File: config.mk
export PLATFORM = sky130hd
export DESIGN_NAME = ct_spsram_1024x144_arb
export DESIGN_NICKNAME = d
export VERILOG_FILES = /design/src/rtl/ct_spsram_1024x144_arb.sv
export SDC_FILE = /design/constraint.sdc
export NUM_CORES = 1
export LEC_CHECK = 0
export BUFFER_PORTS_ARGS = -buffer_cell sky130_fd_sc_hd__buf_2
export CORE_AREA = 10 10 348 350
export DETAILED_ROUTE_END_ITERATION = 8
export DIE_AREA = 0 0 358 360
export GPL_ROUTABILITY_DRIVEN = 1
export GPL_TIMING_DRIVEN = 0
export PLACE_DENSITY = 0.3
export SYNTH_ARGS = -nofsm -noshare
export SYNTH_HDL_FRONTEND = slang
export SYNTH_SLANG_ARGS = --single-unit
File: constraint.sdc
create_clock -name forever_cpuclk -period 1.7 [get_ports forever_cpuclk]
set_input_delay 0.34 -clock forever_cpuclk [delete_from_list [all_inputs] [get_ports forever_cpuclk]]
set_output_delay 0.34 -clock forever_cpuclk [all_outputs]
set_load 0.01 [all_outputs]
File: src/rtl/ct_spsram_1024x144_arb.sv
// ---------------------------------------------------------------------------
// ct_spsram_1024x144_arb
//
// Purpose:
//   Arbiter and sequencer for one 1024x144 single-port SRAM macro. It shares
//   the macro between one read requester and one write requester. A read wins
//   a simultaneous request until the write has been denied STARVE_MAX times
//   in a row; the write then wins. Grants are combinational, and the SRAM
//   access happens in the same cycle as the grant. Read data comes back one
//   cycle after the grant.
//
// Build option:
//   CT_SPSRAM_ARB_INIT_EN - when defined, the block sweeps the whole array to
//   zero after reset (one write per cycle) before it issues any grant.
//   init_done shows when the sweep is over. When undefined, there is no
//   sweep logic and init_done is tied high.
//
// Ports:
//   forever_cpuclk  clock
//   cpurst_b        asynchronous active-low reset
//   rd_req/rd_addr  read request; held stable until rd_gnt
//   rd_gnt          read accepted this cycle
//   rd_data_vld     read data valid (cycle after rd_gnt)
//   rd_data         read data, forced to zero when not valid
//   wr_req/wr_addr/wr_data/wr_bmask  write request; held stable until wr_gnt
//   wr_gnt          write accepted this cycle
//   init_done       array ready; no grants are issued while low
//   sram_cen/sram_gwen/sram_a/sram_d/sram_wen  active-low SRAM controls
//   sram_q          SRAM read data, valid one cycle after a read access
// ---------------------------------------------------------------------------
module ct_spsram_1024x144_arb #(
    parameter int ADDR_WIDTH = 10,
    parameter int DATA_WIDTH = 144,
    parameter int STARVE_MAX = 4
) (
    input  logic                  forever_cpuclk,
    input  logic                  cpurst_b,
    input  logic                  rd_req,
    input  logic [ADDR_WIDTH-1:0] rd_addr,
    output logic                  rd_gnt,
    output logic                  rd_data_vld,
    output logic [DATA_WIDTH-1:0] rd_data,
    input  logic                  wr_req,
    input  logic [ADDR_WIDTH-1:0] wr_addr,
    input  logic [DATA_WIDTH-1:0] wr_data,
    input  logic [DATA_WIDTH-1:0] wr_bmask,
    output logic                  wr_gnt,
    output logic                  init_done,
    output logic                  sram_cen,
    output logic                  sram_gwen,
    output logic [ADDR_WIDTH-1:0] sram_a,
    output logic [DATA_WIDTH-1:0] sram_d,
    output logic [DATA_WIDTH-1:0] sram_wen,
    input  logic [DATA_WIDTH-1:0] sram_q
);

    localparam int                CNT_W      = 4;
    localparam logic [CNT_W-1:0]  STARVE_LIM = CNT_W'(STARVE_MAX);
    localparam logic [CNT_W-1:0]  CNT_ONE    = CNT_W'(1);

    logic                  w_run;        // arbitration is allowed
    logic                  w_sweep_wr;   // zeroing write this cycle
    logic [ADDR_WIDTH-1:0] w_sweep_addr;
    logic                  w_rd_gnt;
    logic                  w_wr_gnt;
    logic [CNT_W-1:0]      r_starve_cnt;
    logic                  r_rd_data_vld;

    logic                  w_cen;
    logic                  w_gwen;
    logic [ADDR_WIDTH-1:0] w_a;
    logic [DATA_WIDTH-1:0] w_d;
    logic [DATA_WIDTH-1:0] w_wen;

`ifdef CT_SPSRAM_ARB_INIT_EN
    typedef enum logic [0:0] {
        ST_INIT = 1'b0,
        ST_RUN  = 1'b1
    } state_t;

    localparam logic [ADDR_WIDTH-1:0] ADDR_ONE = ADDR_WIDTH'(1);

    state_t                r_state;
    state_t                w_state_nxt;
    logic [ADDR_WIDTH-1:0] r_sweep_cnt;
    logic [ADDR_WIDTH-1:0] w_sweep_nxt;
    logic                  r_init_done;

    // State, sweep counter and init_done registers.
    always_ff @(posedge forever_cpuclk or negedge cpurst_b) begin
        if (!cpurst_b) begin
            r_state     <= ST_INIT;
            r_sweep_cnt <= {ADDR_WIDTH{1'b0}};
            r_init_done <= 1'b0;
        end else begin
            r_state     <= w_state_nxt;
            r_sweep_cnt <= w_sweep_nxt;
            r_init_done <= (w_state_nxt == ST_RUN);
        end
    end

    // Next-state logic: the sweep leaves INIT after writing the last address.
    always_comb begin
        w_state_nxt = r_state;
        w_sweep_nxt = r_sweep_cnt;
        case (r_state)
            ST_INIT: begin
                w_sweep_nxt = r_sweep_cnt + ADDR_ONE;
                if (&r_sweep_cnt) begin
                    w_state_nxt = ST_RUN;
                end else begin
                    w_state_nxt = ST_INIT;
                end
            end
            ST_RUN: begin
                w_state_nxt = ST_RUN;
            end
            default: begin
                w_state_nxt = ST_INIT;
                w_sweep_nxt = {ADDR_WIDTH{1'b0}};
            end
        endcase
    end

    // The reset is asynchronous, so qualify with it to keep the SRAM quiet
    // while reset is low, even though r_state already reads INIT.
    assign w_run        = (r_state == ST_RUN)  & cpurst_b;
    assign w_sweep_wr   = (r_state == ST_INIT) & cpurst_b;
    assign w_sweep_addr = r_sweep_cnt;
    assign init_done    = r_init_done;
`else
    // Without the sweep, grants are possible as soon as reset is released.
    assign w_run        = cpurst_b;
    assign w_sweep_wr   = 1'b0;
    assign w_sweep_addr = {ADDR_WIDTH{1'b0}};
    assign init_done    = 1'b1;
`endif

    // Arbitration: the read wins a tie until the write has waited STARVE_MAX cycles.
    always_comb begin
        w_rd_gnt = 1'b0;
        w_wr_gnt = 1'b0;
        if (w_run) begin
            if (wr_req && (!rd_req || (r_starve_cnt >= STARVE_LIM))) begin
                w_wr_gnt = 1'b1;
            end else if (rd_req) begin
                w_rd_gnt = 1'b1;
            end else begin
                w_rd_gnt = 1'b0;
                w_wr_gnt = 1'b0;
            end
        end else begin
            w_rd_gnt = 1'b0;
            w_wr_gnt = 1'b0;
        end
    end

    // Starvation counter: counts writes denied by a read; cleared by a write grant.
    always_ff @(posedge forever_cpuclk or negedge cpurst_b) begin
        if (!cpurst_b) begin
            r_starve_cnt <= {CNT_W{1'b0}};
        end else if (w_wr_gnt) begin
            r_starve_cnt <= {CNT_W{1'b0}};
        end else if (w_rd_gnt && wr_req) begin
            r_starve_cnt <= r_starve_cnt + CNT_ONE;
        end else begin
            r_starve_cnt <= r_starve_cnt;
        end
    end

    // Read-data valid flag: follows the read grant by one cycle.
    always_ff @(posedge forever_cpuclk or negedge cpurst_b) begin
        if (!cpurst_b) begin
            r_rd_data_vld <= 1'b0;
        end else begin
            r_rd_data_vld <= w_rd_gnt;
        end
    end

    // SRAM control mux: sweep write, granted write, granted read, or idle.
    always_comb begin
        w_cen  = 1'b1;
        w_gwen = 1'b1;
        w_a    = {ADDR_WIDTH{1'b0}};
        w_d    = {DATA_WIDTH{1'b0}};
        w_wen  = {DATA_WIDTH{1'b1}};
        if (w_sweep_wr) begin
            w_cen  = 1'b0;
            w_gwen = 1'b0;
            w_a    = w_sweep_addr;
            w_wen  = {DATA_WIDTH{1'b0}};
        end else if (w_wr_gnt) begin
            w_cen  = 1'b0;
            w_gwen = 1'b0;
            w_a    = wr_addr;
            w_d    = wr_data;
            w_wen  = ~wr_bmask;
        end else if (w_rd_gnt) begin
            w_cen  = 1'b0;
            w_a    = rd_addr;
        end else begin
            w_cen  = 1'b1;
            w_gwen = 1'b1;
        end
    end

    assign rd_gnt      = w_rd_gnt;
    assign wr_gnt      = w_wr_gnt;
    assign rd_data_vld = r_rd_data_vld;
    assign rd_data     = r_rd_data_vld ? sram_q : {DATA_WIDTH{1'b0}};
    assign sram_cen    = w_cen;
    assign sram_gwen   = w_gwen;
    assign sram_a      = w_a;
    assign sram_d      = w_d;
    assign sram_wen    = w_wen;

endmodule
==> results of run 1 <==
cell usage after synthesis, drive strengths merged:
cell    count  area share
and2      289        0.60
nand2     149        0.19
clkbuf     30       0.043
buf        21       0.069
a22o       10       0.029
dfrtp       5       0.041
o21ai       5      0.0083
inv         2      0.0025
and3        1      0.0021
conb        1      0.0012
ha          1      0.0041
nand3       1      0.0017
nor3b       1      0.0041
or2         1      0.0029
sequential cells by signal, summed over array words and instances, names as in the netlist:
name / cells
r_starve_cnt: 4
rd_data_vld: 1
final timing paths:
kind                       slack [ps]                     endpoint  cells past startpoint
max                              -450                 sram_wen[35]                      8
max reg2reg                       460        rd_data_vld$_DFF_PN0_                      4
min                               440  r_starve_cnt[0]$_DFFE_PN0P_                      3
max in group asynchronous         900        rd_data_vld$_DFF_PN0_                      2
min in group asynchronous         570  r_starve_cnt[0]$_DFFE_PN0P_                      2
min reg2reg                       480  r_starve_cnt[1]$_DFFE_PN0P_                      2
worst min-delay path: cells and delay by family:
family	cells	cell delay, ps
buffers and inverters	1	130
AOI/OAI and AO/OA	1	70
and+or+nand+nor	1	80
power by group through the flow:
stage                     Combinational [W]  Clock [W]  Sequential, W
final                               0.00244   0.000388       0.000140
after global routing                0.00261   0.000408       0.000142
after CTS                           0.00236   0.000394       0.000140
after detailed placement            0.00192          0       0.000140
after global placement              0.00193          0       0.000139
after floorplan                    0.000582          0       0.000138
cells by family (layout without fill, tap and decap cells):
kind of cell,count (synthesis),after routing,share of synthesized area
AND/OR/NAND/NOR,442,442,0.801
buffers and inverters,53,989,0.115
AO/OA/AOI/OAI,15,15,0.0372
flip-flops,5,5,0.0414
adder cells (fa/ha/maj),1,1,0.00413
other,1,19,0.00124
metrics by stage:
| step | hold slack (ps) | cell area, um^2 | setup TNS [ps] | util | power, W |
|---|---|---|---|---|---|
| final | 440 | 11900 | -132950 | 0.105 | 0.00297 |
| after global routing | 464 | 11900 | -166530 | 0.104 | 0.00316 |
| after CTS | 442 | 11300 | -144530 | 0.0992 | 0.00290 |
| after detailed placement | 204 | 9430 | -262620 | 0.0828 | 0.00206 |
| after global placement | 206 | 9430 | -336170 | 0.0828 | 0.00207 |
| after floorplan | 44.4 | 3030 | 0 | - | 0.000720 |
metal layers:
metal | routed length, um | vias to the layer above | share of wire | GRT usage
li1 | - | 3429 | - | -
met1 | 33700 | 3569 | 0.36 | 0.144
met2 | 42900 | 747 | 0.46 | 0.226
met3 | 14000 | 202 | 0.15 | 0.0844
met4 | 2240 | 16 | 0.024 | 0.0160
met5 | 104 | - | 0.0011 | 0
area by class of cell:
class	count	area [um^2]
fillers	13500	102000
repair buffers	932	6150
multi-input cells	459	2920
well taps	1512	1890
plain buffers	51	699
flip-flops and latches	5	126
clock buffers	4	78.8
diodes	18	45.0
inverters	2	12.5
repair_timing:
| action | 4_1_cts | 5_1_grt |
|---|---|---|
| hold buffers | 1 | 0 |
| setup buffers | 13 | 0 |
| pin swaps | 5 | 4 |
| gates resized for setup | 389 | 148 |
| gates cloned | 11 | 5 |
| endpoints found under the hold margin | 5 | 0 |
| endpoints found under the setup margin | 444 | 444 |
==> flow_metrics.py, run 1 <==
metrics = {
    "floorplanning": {
        "start_util": 0.0266,
        "die-area_mm2": 0.129,
        "die_h_um": 360,
        "boundaryPins": 904,
        "coreArea_mm2": 0.114,
        "die_x_um": 358,
        "rows": 124,
    },
    "route": {
        "ant_nets": 0,
        "drt_first_pass_iters": 5,
        "post-route-drc-count": 0,
        "wirelength_mm": 93.0,
        "post_drt_wl_per_cell_um": 31.2,
        "first_iter_violations": 522,
        "vias": 7963,
        "viasPerCell": 2.67,
    },
    "power": {
        "switchingPower_w": 0.00131,
        "seq_power_share": 0.047,
        "ir_drop_mv": 0.290,
        "clkPwrFrac": 0.131,
        "combPwrFrac": 0.822,
        "power_density_mw_per_mm2": 249,
        "p_int_w": 0.00165,
        "p_leak_nw": 6.06,
        "switching_share": 0.442,
    },
    "sta": {
        "finalClockSkew_ps": 1.78,
        "min_period_ps": 2150,
        "finalCritPeriodShare": 1.27,
        "rsz0062_at_grt": "yes",
        "hold_viol": 0,
        "fmax_ghz": 0.465,
        "fin_ws_ps": -452,
        "slew_viol_final": 0,
        "finalSetupViolCount": 444,
    },
    "critical_path": {
        "critPathLaunch": "r_starve_cnt[2]$_DFFE_PN0P_",
        "timing.critical_path.slowest_stage_cell": "dfrtp_1",
        "startpoint_type": "flop",
        "end_kind": "primary output",
        "cp.required_ps": 1360,
        "critical_path_arrival_ps": 1810,
        "slowest_delay_ps": 390,
        "path_buf_inv": 5,
        "crit_family": "buffers and inverters",
        "reg2reg_from": "r_starve_cnt[2]$_DFFE_PN0P_",
        "worstPathCellList": "nor3b_2 > or2_4 > inv_6 > buf_12 > buf_12 > clkbuf_16 > nand2_4 > buf_12",
        "path_max_fanout": 6,
        "path_common_cell": "buf_12",
        "worstSetupPathType": "flop to primary output",
    },
    "synth": {
        "synth_seq_area_share": 0.0414,
        "yosysWarnings": 0,
        "synthCells": 517,
        "synth_cell_types": 21,
        "synth.avg_cell_area_um2": 5.85,
        "synth_area_mm2": 0.00303,
        "ys_seq_elements": 5,
        "syn_nets": 974,
    },
    "clocking": {
        "cts_tree": "yes",
        "clk_pin_slew_ps": 30,
        "cts_buffers": 3,
        "clkSinkCount": 5,
        "clock_latency_ps": 230,
        "cts_root_buffer": "clkbuf_16",
        "cts_buffer_depth": 2,
        "h-tree-depth": 1,
    },
    "placement": {
        "port_buffers": 902,
        "dp_hpwl_mm": 86.8,
        "place_inst": 2931,
        "dp_slack_ps": -1050,
        "gp_congestion": 0.967,
    },
    "grt": {
        "track_usage": 0.134,
        "antenna_found_initial": 128,
        "grt_first_pass_wirelength_mm": 109,
        "first_global_vias": 7920,
        "grt_max_degree": 12,
        "overflow": 0,
    },
    "final_layout": {
        "stdcell_count": 2983,
        "fin_nets": 1911,
        "area_delta_synth_final_pct": 294,
        "drive_above_1_share": 0.763,
        "final_cell_mix": "715 x buf_2, 225 x and2_1, 137 x buf_6",
        "final_common_cell": "buf_2",
    },
    "run_status": {
        "status": "complete, but fails checks",
        "violations": "setup timing",
    },
    "flow_run": {
        "drv_cap": 0,
    },
    "hold_path": {
        "hold_path.class": "input port to flop",
        "min_from": "wr_req",
    },
}
Power figures use the tool's default switching activity.
==> inputs of run 2 (changes only) <==
--- a/config.mk
+++ b/config.mk
@@ -14,2 +14,3 @@
 export PLACE_DENSITY = 0.3
+export SKIP_CTS_REPAIR_TIMING = 1
 export SYNTH_ARGS = -nofsm -noshare
--- a/constraint.sdc
+++ b/constraint.sdc
@@ -3,2 +3,2 @@
 set_output_delay 0.34 -clock forever_cpuclk [all_outputs]
-set_load 0.01 [all_outputs]
+set_load 0.1 [all_outputs]
==> run 2 against run 1 <==
Effect of this change: the flow still finishes with violations (setup timing); sequential power about the same; wire length down 2.1%; final cell count down 1.2%; utilization up 0.94 points; sequential cell count unchanged; clock power about the same; fmax down 11%; worst hold slack better by 32 ps; via count down 1.4%; non-clock buffer count down 27; design area up 9.0%; critical path type unchanged; critical endpoint is now sram_wen[92].
==> flow_metrics.py, run 2 (synthesis gave the netlist of run 1 again) <==
metrics = {
    "placement": {
        "place_inst": 2931,
        "gp_congestion": 0.923,
        "dp_slack_ps": -1090,
        "port_buffers": 902,
        "dp_hpwl_mm": 86.2,
    },
    "final_layout": {
        "final_cell_mix": "611 x buf_2, 147 x and2_4, 141 x and2_1",
        "fin_nets": 1884,
        "stdcell_count": 2946,
        "drive_above_1_share": 0.851,
        "multiInputGateArea_mm2": 0.00337,
        "seq_area_um2": 129,
        "fin_util": 0.114,
        "n_fill_cell": 13400,
        "regMostFlops": "r_starve_cnt",
        "final_common_cell": "buf_2",
        "largest_reg_flops": 4,
        "area_delta_synth_final_pct": 329,
    },
    "clocking": {
        "cts_tree": "yes",
        "cts_buffer_depth": 2,
        "cts_buffers": 3,
        "clock_latency_ps": 230,
        "h-tree-depth": 1,
        "clk_pin_slew_ps": 40,
        "clkSinkCount": 5,
        "cts_root_buffer": "clkbuf_16",
    },
    "route": {
        "wirelength_mm": 91.0,
        "viasPerCell": 2.66,
        "post-route-drc-count": 0,
        "dr_wl_met2_mm": 42.0,
        "ant_nets": 0,
        "first_iter_violations": 456,
        "post_drt_wl_per_cell_um": 30.9,
        "highest_layer": "met5",
        "wl_met3_mm": 14.1,
        "wl_met1_mm": 33.4,
        "vias": 7851,
        "drt_first_pass_iters": 5,
    },
    "power": {
        "p_leak_nw": 6.59,
        "power_density_mw_per_mm2": 430,
        "clkPwrFrac": 0.070,
        "switching_share": 0.680,
        "p_int_w": 0.00179,
        "switchingPower_w": 0.00380,
        "ir_drop_mv": 0.257,
        "combPwrFrac": 0.905,
        "seq_power_share": 0.025,
    },
    "grt": {
        "grt_max_degree": 12,
        "overflow": 0,
        "track_usage": 0.130,
        "grt_first_pass_wirelength_mm": 106,
        "antenna_found_initial": 103,
        "first_global_vias": 7857,
    },
    "sta": {
        "min_period_ps": 2420,
        "slew_viol_final": 0,
        "finalSetupViolCount": 445,
        "hold_slack_ps": 473,
        "max_slew.worst_pin.slew_ps": 651,
        "finalClockSkew_ps": 6.04,
        "hold_viol": 0,
        "fin_ws_ps": -721,
        "tns_ps": -258360,
        "slew_headroom": 0.569,
        "rsz0062_at_grt": "yes",
        "fmax_ghz": 0.413,
        "finalCritPeriodShare": 1.42,
    },
    "floorplanning": {
        "die-area_mm2": 0.129,
        "die_x_um": 358,
        "rows": 124,
        "die_h_um": 360,
        "coreArea_mm2": 0.114,
        "start_util": 0.0266,
        "boundaryPins": 904,
    },
    "critical_path": {
        "end_kind": "primary output",
        "path_max_fanout": 10,
        "rrSetupSlack_ps": 320,
        "startpoint_type": "flop",
        "worstSetupPathType": "flop to primary output",
        "cp.required_ps": 1360,
        "critical_path_arrival_ps": 2080,
    },
    "hold_path": {
        "hold_path.class": "input port to flop",
    },
    "flow_run": {
        "drv_cap": 0,
    },
    "run_status": {
        "violations": "setup timing",
        "status": "complete, but fails checks",
    },
}
## run 2: path summary, 6_finish.rpt
kind,endpoint,cells after the start,start
min in group asynchronous,r_starve_cnt[2]$_DFFE_PN0P_,2,cpurst_b
hold reg to reg,r_starve_cnt[1]$_DFFE_PN0P_,2,r_starve_cnt[1]$_DFFE_PN0P_
hold / removal,r_starve_cnt[0]$_DFFE_PN0P_,3,wr_req
setup / recovery,sram_wen[92],8,r_starve_cnt[2]$_DFFE_PN0P_
max in group asynchronous,rd_data_vld$_DFF_PN0_,2,cpurst_b
setup reg to reg,rd_data_vld$_DFF_PN0_,3,r_starve_cnt[2]$_DFFE_PN0P_
## run 2: layer usage
layer	up-vias	track usage
met4	8	0.00379
li1	3361	-
met1	3648	0.146
met5	-	0
met2	668	0.218
met3	166	0.0822
## run 2: final cells by class
type,instances,area share
Clock inverter,1,0.000385
Multi-Input combinational cell,459,0.259
Buffer,51,0.0396
Sequential cell,5,0.00992
Clock buffer,3,0.00578
Tap cell,1512,0.146
Antenna cell,8,0.00154
Timing Repair Buffer,905,0.537
Inverter,2,0.000770
## run 2: per-stage QoR
step / instance area, um^2 / power [W]
final: 13000 / 0.00559
after global routing: 13000 / 0.00578
after CTS: 10200 / 0.00513
after detailed placement: 10100 / 0.00472
after global placement: 10100 / 0.00472
after floorplan: 3720 / 0.00336
## run 2: power by group through the flow
| stage | combinational (W) | clock (W) | sequential [W] |
|---|---|---|---|
| after floorplan | 0.00321 | 0 | 0.000149 |
| after global placement | 0.00458 | 0 | 0.000140 |
| after detailed placement | 0.00458 | 0 | 0.000141 |
| after CTS | 0.00459 | 0.000394 | 0.000140 |
| after global routing | 0.00524 | 0.000404 | 0.000142 |
| final | 0.00506 | 0.000391 | 0.000140 |
## run 2: critical path, cell delays in order (launching register included)
cell and delay (ps):
dfrtp_1 410, nor3b_4 270, or2_4 270, inv_4 60
buf_12 160, buf_12 160, buf_6 150, nand2_1 130
buf_12 190
==> inputs of run 3 (changes only) <==
Settings changed: CTS_BUF_LIST set to sky130_fd_sc_hd__clkbuf_4 sky130_fd_sc_hd__clkbuf_8.
==> run 3 against run 2 <==
Effect of this change: the run still ends with setup timing left; count of clock-buffer cells in the layout stayed put; clock skew is 1.1 ps lower; largest power group unchanged; final cell count is 0.14% higher; register-to-register slack hardly changed; critical endpoint unchanged; fmax is 1.4% higher.
==> flow_metrics.py, run 3 (synthesis gave the netlist of run 1 again) <==
metrics = {
    "critical_path": {
        "startpoint_type": "flop",
        "cp.required_ps": 1360,
        "path_max_fanout": 10,
        "worstSetupPathType": "flop to primary output",
        "critical_path_arrival_ps": 2050,
        "end_kind": "primary output",
    },
    "floorplanning": {
        "die-area_mm2": 0.129,
        "die_h_um": 360,
        "coreArea_mm2": 0.114,
        "boundaryPins": 904,
        "die_x_um": 358,
        "start_util": 0.0266,
        "rows": 124,
    },
    "power": {
        "ir_drop_mv": 0.277,
        "p_leak_nw": 6.61,
        "power_density_mw_per_mm2": 416,
    },
    "placement": {
        "port_buffers": 902,
        "gp_congestion": 0.923,
        "dp_slack_ps": -1090,
        "dp_hpwl_mm": 86.2,
        "place_area_mm2": 0.0101,
    },
    "sta": {
        "slew_viol_final": 0,
        "fmax_ghz": 0.419,
        "hold_viol": 0,
        "fin_ws_ps": -688,
        "hold_slack_ps": 464,
        "slew_headroom": 0.563,
        "min_period_ps": 2390,
        "finalSetupViolCount": 445,
        "tns_ps": -247150,
        "max_slew.worst_pin.slew_ps": 660,
        "finalClockSkew_ps": 4.97,
        "finalCritPeriodShare": 1.40,
        "rsz0062_at_grt": "yes",
    },
    "clocking": {
        "h-tree-depth": 1,
        "clkSinkCount": 5,
        "cts_buffer_depth": 2,
        "cts_root_buffer": "clkbuf_8",
        "cts_tree": "yes",
        "clk_pin_slew_ps": 40,
        "clock_latency_ps": 230,
        "cts_buffers": 3,
    },
    "route": {
        "post_drt_wl_per_cell_um": 30.8,
        "ant_nets": 0,
        "drt_first_pass_iters": 7,
        "first_iter_violations": 390,
        "wirelength_mm": 91.0,
        "post-route-drc-count": 0,
        "vias": 7892,
        "viasPerCell": 2.68,
    },
    "final_layout": {
        "regMostFlops": "r_starve_cnt",
        "fin_area_mm2": 0.0131,
        "area_delta_synth_final_pct": 334,
        "fin_nets": 1884,
        "largest_reg_flops": 4,
        "final_cell_mix": "609 x buf_2, 149 x and2_4, 139 x and2_1",
        "drive_above_1_share": 0.853,
        "final_common_cell": "buf_2",
    },
    "run_status": {
        "status": "complete, but fails checks",
        "violations": "setup timing",
    },
    "grt": {
        "track_usage": 0.130,
        "first_global_vias": 7849,
        "grt_max_degree": 12,
        "overflow": 0,
        "antenna_found_initial": 104,
        "grt_first_pass_wirelength_mm": 106,
    },
    "flow_run": {
        "drv_cap": 0,
    },
    "hold_path": {
        "hold_path.class": "input port to flop",
    },
}
-- run 3: changes by cell type in the layout (fill, tap and decap cells not counted), sizes merged --
cell	change
buf	-4
diode	+4
clkbuf	+4
-- run 3: worst paths after layout --
check / slack [ps] / cells past startpoint / start / endpoint
setup / recovery: -690 / 8 / r_starve_cnt[2]$_DFFE_PN0P_ / sram_wen[92]
hold / removal: 460 / 3 / wr_req / r_starve_cnt[2]$_DFFE_PN0P_
setup reg to reg: 330 / 3 / r_starve_cnt[2]$_DFFE_PN0P_ / rd_data_vld$_DFF_PN0_
hold reg to reg: 520 / 2 / r_starve_cnt[1]$_DFFE_PN0P_ / r_starve_cnt[1]$_DFFE_PN0P_
max in group asynchronous: 860 / 2 / cpurst_b / rd_data_vld$_DFF_PN0_
min in group asynchronous: 600 / 2 / cpurst_b / r_starve_cnt[2]$_DFFE_PN0P_
-- run 3: per-layer routing --
metal  GRT usage  vias to the layer above  wire length (um)
li1            -                     3364                 -
met4     0.00404                       12              1630
met1       0.144                     3672             33000
met5           0                        -                74
met3      0.0856                      168             14500
met2       0.218                      676             41800
-- run 3: worst max-delay path: stages, from the launching register on --
cell     delay, ps
dfrtp_1        410
nor3b_4        260
or2_4          260
inv_4           60
buf_12         150
buf_12         160
buf_6          150
nand2_1        130
buf_12         190
-- run 3: where the power goes --
part	internal, W	total, W	leakage (nW)	switching [W]
Sequential	0.000132	0.000140	0.0654	0.00000834
Combinational	0.00137	0.00509	6.52	0.00372
Clock	0.000158	0.000227	0.0256	0.0000687
-- run 3: through the flow --
step	std cells	utilization	total power (W)
after floorplan	517	-	0.00336
final	2950	0.115	0.00546
after CTS	2935	0.0893	0.00496
after detailed placement	2931	0.0889	0.00472
after global routing	2939	0.115	0.00565
after global placement	2931	0.0889	0.00472
-- run 3: cell type report --
class	count	area, um^2
Inverter	2	10.0
Buffer	51	520
Fill cell	13400	101000
Timing Repair Buffer	905	7130
Antenna cell	12	30.0
Clock buffer	3	41.3
Multi-Input combinational cell	459	3380
Sequential cell	5	129
Tap cell	1512	1890
Clock inverter	1	5.00
